File: src/rtl/instr_fetch_queue.sv
// instr_fetch_queue: in-order decoupling FIFO between the fetch unit and decode.
// Each entry holds one fetch bundle: instruction, PC, predicted PC, GHR index,
// PHT state and redirect flag. flush / earlyFlush empty the queue at the next edge.
// Optional feature macro: IFQ_BYPASS_EN. When it is defined, a bundle offered to
// an empty queue while decode is ready passes straight through with 0 latency.
module instr_fetch_queue #(
    parameter int WIDTH = 31,
    parameter int INDEX = 7,
    parameter int DEPTH = 4,
    parameter int PTR   = 1
) (
    input  logic             clk,
    input  logic             globalResetN,
    input  logic             fetchValid,
    output logic             fetchReady,
    input  logic [WIDTH:0]   fInstr,
    input  logic [WIDTH:0]   fPC,
    input  logic [WIDTH:0]   fPredPC,
    input  logic [INDEX:0]   fGHRIndex,
    input  logic [1:0]       fPHTState,
    input  logic             fRedirect,
    output logic             decodeValid,
    input  logic             decodeReady,
    output logic [WIDTH:0]   dInstr,
    output logic [WIDTH:0]   dPC,
    output logic [WIDTH:0]   dPredPC,
    output logic [INDEX:0]   dGHRIndex,
    output logic [1:0]       dPHTState,
    output logic             dRedirect,
    input  logic             flush,
    input  logic             earlyFlush,
    output logic [PTR+1:0]   occupancy,
    output logic             freeze
);

    localparam logic [PTR:0]   PTR_ONE  = (PTR+1)'(1);
    localparam logic [PTR+1:0] CNT_ONE  = (PTR+2)'(1);
    localparam logic [PTR+1:0] CNT_FULL = (PTR+2)'(DEPTH);

    logic [WIDTH:0] mem_instr_q  [DEPTH];
    logic [WIDTH:0] mem_pc_q     [DEPTH];
    logic [WIDTH:0] mem_pred_q   [DEPTH];
    logic [INDEX:0] mem_ghr_q    [DEPTH];
    logic [1:0]     mem_pht_q    [DEPTH];
    logic           mem_redir_q  [DEPTH];

    logic [PTR:0]   wr_ptr_q, wr_ptr_d;
    logic [PTR:0]   rd_ptr_q, rd_ptr_d;
    logic [PTR+1:0] count_q, count_d;

    logic flush_any;
    logic empty;
    logic bypass;
    logic push;
    logic pop;

    assign flush_any = flush | earlyFlush;
    assign empty     = (count_q == '0);

`ifdef IFQ_BYPASS_EN
    assign bypass = empty & fetchValid & decodeReady & ~flush_any;
`else
    assign bypass = 1'b0;
`endif

    assign fetchReady  = (count_q != CNT_FULL);
    assign freeze      = ~fetchReady;
    assign occupancy   = count_q;
    // A bypassed bundle is consumed directly, so it is neither written nor popped.
    assign push        = fetchValid & fetchReady & ~bypass;
    assign pop         = ~empty & decodeReady;
    assign decodeValid = ~empty | bypass;

    // Head bundle: combinational read of the entry at the read pointer (or bypass).
    always_comb begin
        dInstr    = mem_instr_q[rd_ptr_q];
        dPC       = mem_pc_q[rd_ptr_q];
        dPredPC   = mem_pred_q[rd_ptr_q];
        dGHRIndex = mem_ghr_q[rd_ptr_q];
        dPHTState = mem_pht_q[rd_ptr_q];
        dRedirect = mem_redir_q[rd_ptr_q];
        if (bypass) begin
            dInstr    = fInstr;
            dPC       = fPC;
            dPredPC   = fPredPC;
            dGHRIndex = fGHRIndex;
            dPHTState = fPHTState;
            dRedirect = fRedirect;
        end
    end

    // Pointer and count next state; flush wins over push and pop.
    always_comb begin
        wr_ptr_d = wr_ptr_q;
        rd_ptr_d = rd_ptr_q;
        count_d  = count_q;
        if (flush_any) begin
            wr_ptr_d = '0;
            rd_ptr_d = '0;
            count_d  = '0;
        end else begin
            if (push) wr_ptr_d = wr_ptr_q + PTR_ONE;
            if (pop)  rd_ptr_d = rd_ptr_q + PTR_ONE;
            if (push && !pop)      count_d = count_q + CNT_ONE;
            else if (pop && !push) count_d = count_q - CNT_ONE;
        end
    end

    // Pointer and count registers.
    always_ff @(posedge clk or negedge globalResetN) begin
        if (!globalResetN) begin
            wr_ptr_q <= '0;
            rd_ptr_q <= '0;
            count_q  <= '0;
        end else begin
            wr_ptr_q <= wr_ptr_d;
            rd_ptr_q <= rd_ptr_d;
            count_q  <= count_d;
        end
    end

    // Entry storage; cleared on reset so the head reads zero afterwards.
    always_ff @(posedge clk or negedge globalResetN) begin
        if (!globalResetN) begin
            for (int i = 0; i < DEPTH; i++) begin
                mem_instr_q[i] <= '0;
                mem_pc_q[i]    <= '0;
                mem_pred_q[i]  <= '0;
                mem_ghr_q[i]   <= '0;
                mem_pht_q[i]   <= '0;
                mem_redir_q[i] <= 1'b0;
            end
        end else if (push && !flush_any) begin
            mem_instr_q[wr_ptr_q] <= fInstr;
            mem_pc_q[wr_ptr_q]    <= fPC;
            mem_pred_q[wr_ptr_q]  <= fPredPC;
            mem_ghr_q[wr_ptr_q]   <= fGHRIndex;
            mem_pht_q[wr_ptr_q]   <= fPHTState;
            mem_redir_q[wr_ptr_q] <= fRedirect;
        end
    end

endmodule

File: config.mk
export PLATFORM = sky130hd
export DESIGN_NAME = instr_fetch_queue
export DESIGN_NICKNAME = d
export VERILOG_FILES = /design/src/rtl/instr_fetch_queue.sv
export SDC_FILE = /design/constraint.sdc
export NUM_CORES = 1
export LEC_CHECK = 0
export CAP_MARGIN = 20
export CORE_MARGIN = 2
export CORE_UTILIZATION = 63
export CTS_BUF_LIST = sky130_fd_sc_hd__clkbuf_4
export DETAILED_ROUTE_END_ITERATION = 7
export GPL_TIMING_DRIVEN = 0
export PLACE_DENSITY = 0.88
export REMOVE_ABC_BUFFERS = 1
export SLEW_MARGIN = 20
export SYNTH_ARGS = -nofsm -noshare
export SYNTH_HDL_FRONTEND = slang
export SYNTH_SLANG_ARGS = --single-unit
File: constraint.sdc
create_clock -name clk -period 3.4 [get_ports clk]
set_clock_uncertainty 0.15 [all_clocks]
set_input_delay 0.68 -clock clk [delete_from_list [all_inputs] [get_ports clk]]
set_output_delay 0.68 -clock clk [all_outputs]
set_load 0.02 [all_outputs]
## Word level (Yosys, flattened, before mapping)

Cells that the tools add are included.

- Equal/unequal tests: 1
- Reductions and logical operators: 11
- $add $sub $neg: 4
- Bitwise logic cells: 7
- Muxes and demuxes: 39
- Order comparisons: 3

Operators by type and width:

| operator | number |
|---|---|
| $bwmux W128 | 3 |
| $mux W32 | 7 |
| $bmux W32 S2 | 3 |
| $demux W32 S2 | 1 |
| $bwmux W32 | 1 |
| $mux W8 | 3 |
| $bmux W8 S2 | 1 |
| $demux W8 S2 | 1 |
| $mux W2 | 7 |
| $mux W3 | 3 |
| $bwmux W8 | 1 |
| $ge A3 B3 Y1 const B | 2 |
| $not A2 Y3 | 2 |
| $add A2 B1 Y2 const B | 2 |
| $bmux W2 S2 | 1 |
| $bwmux W4 | 1 |
| $demux W2 S2 | 1 |
| $logic_and A1 B1 Y1 | 4 |
| $reduce_bool A2 Y1 | 2 |
| $add A3 B1 Y3 const B | 1 |
| $logic_not A1 Y1 | 3 |
| $logic_not A3 Y1 | 1 |
| $lt A3 B1 Y1 const B | 1 |
| $mux W1 | 3 |
| 8 further kinds | 10 |

- Logic and storage cells: 92
- Flip-flop bits (word level): 435
- Bits of input ports: 113
- Output and inout port bits: 113

## Logic depth before layout (Yosys ltp)

- Depth in word-level cells: 7
- Mapped depth: 7
- Gate-level depth less buffers: 6

## Worst setup path before layout

No wires, ideal clock.

- Path type: input to register
- From: input port fetchValid
- To: register count_q[2], in the netlist occupancy[2]
- Path buffers: 2
- Arrival: 2.317 ns
- Stages: 6
- Slack: 0.851 ns
- Cells stage by stage: buf_2 > clkbuf_1 > nand3_1 > fa_1 > or4_1 > a31oi_1

- Longest elaborated chain between the ends: 4
- Elaborated cells on any way between the ends: 7

Ends and longest elaborated chain:

| item | RTL line | RTL |
|---|---|---|
| start, declared | 14 | `input logic fetchValid,` |
| $and A1 B1 Y1 * | 70 | `assign push = fetchValid & fetchReady & ~bypass;` |
| $logic_and A1 B1 Y1 / $logic_not A1 Y1 (equally long branches) | 104, 105 |  |
| $mux W3 / $logic_and A1 B1 Y1 (equally long branches) | 104, 105 |  |
| $mux W3 / $reduce_bool A3 Y1 (equally long branches) | n/a |  |
| end signal, assigned | 118 | `count_q <= count_d;` |
| end, declared | 49 | `logic [PTR+1:0] count_q, count_d;` |

Every way passes the cells marked *; elsewhere a longest branch is shown, timed or not.
A chain may end at the register's enable or synchronous reset.

## Final worst setup path

- From: register rd_ptr_q[0]
- To: output port dGHRIndex[7]

- Longest elaborated chain between the ends: 4

Ends and longest elaborated chain:

| item | RTL line | RTL |
|---|---|---|
| start, declared | 48 | `logic [PTR:0] rd_ptr_q, rd_ptr_d;` |
| start signal, assigned | 117 | `rd_ptr_q <= rd_ptr_d;` |
| $not A2 Y3 (implied by the code) | 79 | `dGHRIndex = mem_ghr_q[rd_ptr_q];` |
| $bmux W8 S2 | 79 |  |
| $mux W8 (implied by the code) (2 in a row) | 79 |  |
| end, declared | 27 | `output logic [INDEX:0] dGHRIndex,` |

Every way passes these cells. The select of a mux whose other input is x is not followed.

==> run metrics <==
outcome=completed; TritonCTS clock tree=built; Die Ht=178 microns; DIE WIDTH=between 150 and 200 microns; CP max-delay cell=clkdlybuf4s50_1; Antenna Nets Post-Route=0; total CTS buffers=110; CP Class=reg -> out; non-filler cells in the finished layout=1876; Final Cell Area=23300 sq um; WL/cell=21.3 microns; vias in the first global route=12033; Max Cap Viol=0; hpwl dp=24400 microns; Final Hold Fails=0; R2R cell count=6; largest net degree at the start of global routing=around 110; WP data required=~2.6 ns; H-tree Lvls=3; Clk pin slew, worst setup/hold paths=about 0.07 ns; P per Cell Area=541 nW/um^2; Hold Crit Class=in -> async; WP buf/inv=2; R2R setup slack=0.60 ns; starting DRC count in detailed routing=459; vias per cell=5.84; Tot GR Track Use=between 20 and 30%; GRT overflow=0; WP depth=3; First-pass DRT Iterations=4; reg2reg start=occupancy[0]; layout cells sized above 1=a little under half; synthesized flop and latch total=435; Max-slew headroom=47.0%; Critical Path AT=2.50 ns; max-slew violations=0; YS warnings=0; Final nets=1525; critical path's top delay family=buffers and inverters; Row Count=63; register area share after synthesis=57.0%; critical path peak fanout=13; Tcrit/Tclk final=98.0%; clock buffer depth=3; Worst R2R End=mem_pred_q[67]; global routing's busiest layer=met2; fmax=300 MHz; clock sink count=around 440; Mapped Area=19100 sq um; placed cell area=about 22000 sq um; Critical Path Source Type=register; met3 Use GR=7.31%; Global Route met2 Usage=42.6%; Fillers=around 1600; post-synth cell types=35; worst skew pair latency=0.74 ns; Tmin final=3.33 ns; drt total wl=39900 microns; worst-margin pin slew=slightly below 0.8 ns; number of remaining DRC errors=0; Leakage=11.2 nW; initial antenna violation count=2; dpl cells=1658; Synth-to-Final Area Change=22.0%; Starting Density=64.3%; RSZ-0062 raised after global routing=yes; PortBufs=225; met1 usage=between 30% and 40%; number of placed I/O pins=226; core area=29700 sq um; Slowest Stage Delay on Critical Path=0.56 ns; syn avg cell area=17.4 sq um; Synth Instances=1097; die area=31700 sq um; gpl congestion=0.716; via count=10953; clock root cell=clkbuf_4; endpoints failing setup=0; VDD IR-drop max=0.359 mV; global-route wire length before repair=62800 microns; CP endpoint kind=primary output; cells along the critical path=buf_6 -> mux4_2 -> clkdlybuf4s50_1
routing by layer:
metal / share of wire, % / vias to the layer above
li1: - / 4843
met1: 41 / 5738
met2: 51 / 303
met3: 6.5 / 69
met4: 2.1 / 0
met5: 0 / -
how the worst max path moves through the flow:
stage	from	end
after global routing	rd_ptr_q[0]	dGHRIndex[7]
after detailed placement	fetchValid	mem_ghr_q[21]
after global placement	globalResetN	mem_pc_q[38]
after floorplan	rd_ptr_q[0]	dGHRIndex[0]
after CTS	rd_ptr_q[0]	dPC[12]
final	rd_ptr_q[0]	dGHRIndex[7]
through the flow:
| step | power, mW | TNS, ns | utilization (%) | hold slack [ns] | setup slack, ns |
|---|---|---|---|---|---|
| 2_1_floorplan | 7.53 | -253.99 | - | 0.234 | -2.34 |
| 3_5_place_dp | 8.72 | -24.00 | 73.2 | 0.325 | -0.248 |
| 5_1_grt | 13.3 | -0.0883 | 78.5 | 0.314 | -0.0574 |
| 4_1_cts | 12.8 | -2.40 | 78.0 | 0.290 | -0.112 |
| 6_report | 12.6 | 0 | 78.5 | 0.318 | 0.0667 |
| 3_3_place_gp | 8.61 | -8450.78 | 71.6 | 0.318 | -16.84 |
kinds of logic after synthesis:
family          after synthesis  synth area share [%]
mux                         536                  37.9
flops                       435                  57.0
buf+inv                      80                  3.12
simple gates                 20                 0.917
compound gates               19                 0.661
fa+ha+maj                     5                 0.367
xor+xnor                      2                0.0917
cell usage in the layout (no fill, tap or decap), types with 3 or more instances in the layout:
cell type / n
dlymetal6s2s_1: 27
dlygate4sd2_1: 46
ha_1: 4
mux2_1: 120
nor2_1: 3
o21ai_0: 5
dfrtp_2: 3
nand4_4: 4
inv_1: 5
clkbuf_4: 161
clkinv_1: 19
clkbuf_16: 3
mux4_2: 107
dfrtp_1: 430
buf_4: 16
or2_2: 4
mux2_2: 309
buf_12: 15
clkdlybuf4s50_1: 118
diode_2: 3
clkbuf_2: 32
buf_16: 10
a21oi_1: 4
nand3_1: 3
cells in the mapped netlist, drive strengths merged:
cell type	number	area [sq um]
or2	4	25.0
o2111ai	2	17.5
xor2	2	17.5
a31oi	1	6.26
or3b	1	8.76
fa	1	20.0
a21oi	4	20.0
nand4	4	85.1
mux2	429	4830
buf	61	525
or3	1	6.26
dfrtp	435	10900
inv	5	18.8
o311ai	1	8.76
o21ai	5	25.0
o21a	1	7.51
o211a	1	10.0
nand3	3	15.0
nand2b	1	6.26
nand2	1	3.75
nor2	4	17.5
or4	1	7.51
clkbuf	14	52.6
o221ai	1	8.76
mux4	107	2410
o211ai	1	7.51
a21o	1	7.51
o31ai	1	7.51
ha	4	50.1
power breakdown:
part | internal [mW] | switching (mW) | leakage (nW)
registers | 5.81 | 0.319 | 5.71
logic | 1.24 | 1.07 | 4.70
clock network | 2.16 | 2.03 | 0.804
total | 9.21 | 3.41 | 11.2
layout make-up:
cell class,count,area (sq um),area share (%)
Antenna cell,3,7.51,0.0322
Clock buffer,161,1210,5.18
Clock inverter,27,124,0.531
Inverter,5,18.8,0.0805
Multi-Input combinational cell,582,7630,32.7
Sequential cell,435,10900,46.7
Tap cell,390,488,2.09
Timing Repair Buffer,273,2950,12.6
flip-flops by register name, summed over array words and instances, names as in the netlist:
| register | count |
|---|---|
| mem_pc_q | 128 |
| wr_ptr_q | 2 |
| mem_pred_q | 128 |
| mem_ghr_q | 32 |
| occupancy | 3 |
| mem_pht_q | 8 |
| mem_instr_q | 128 |
| mem_redir_q | 4 |
| rd_ptr_q | 2 |
timing repair:
| action | CTS | global route |
|---|---|---|
| buffers inserted | 8 | 13 |
| hold buffers | 1 | 0 |
| pin swaps | 1 | 0 |
| endpoints found under the hold margin | 61 | 0 |
| endpoints found under the setup margin | 109 | 59 |
| resized for setup | 83 | 95 |
| gates cloned | 2 | 3 |
No activity file was read; power rests on OpenSTA's default activity.
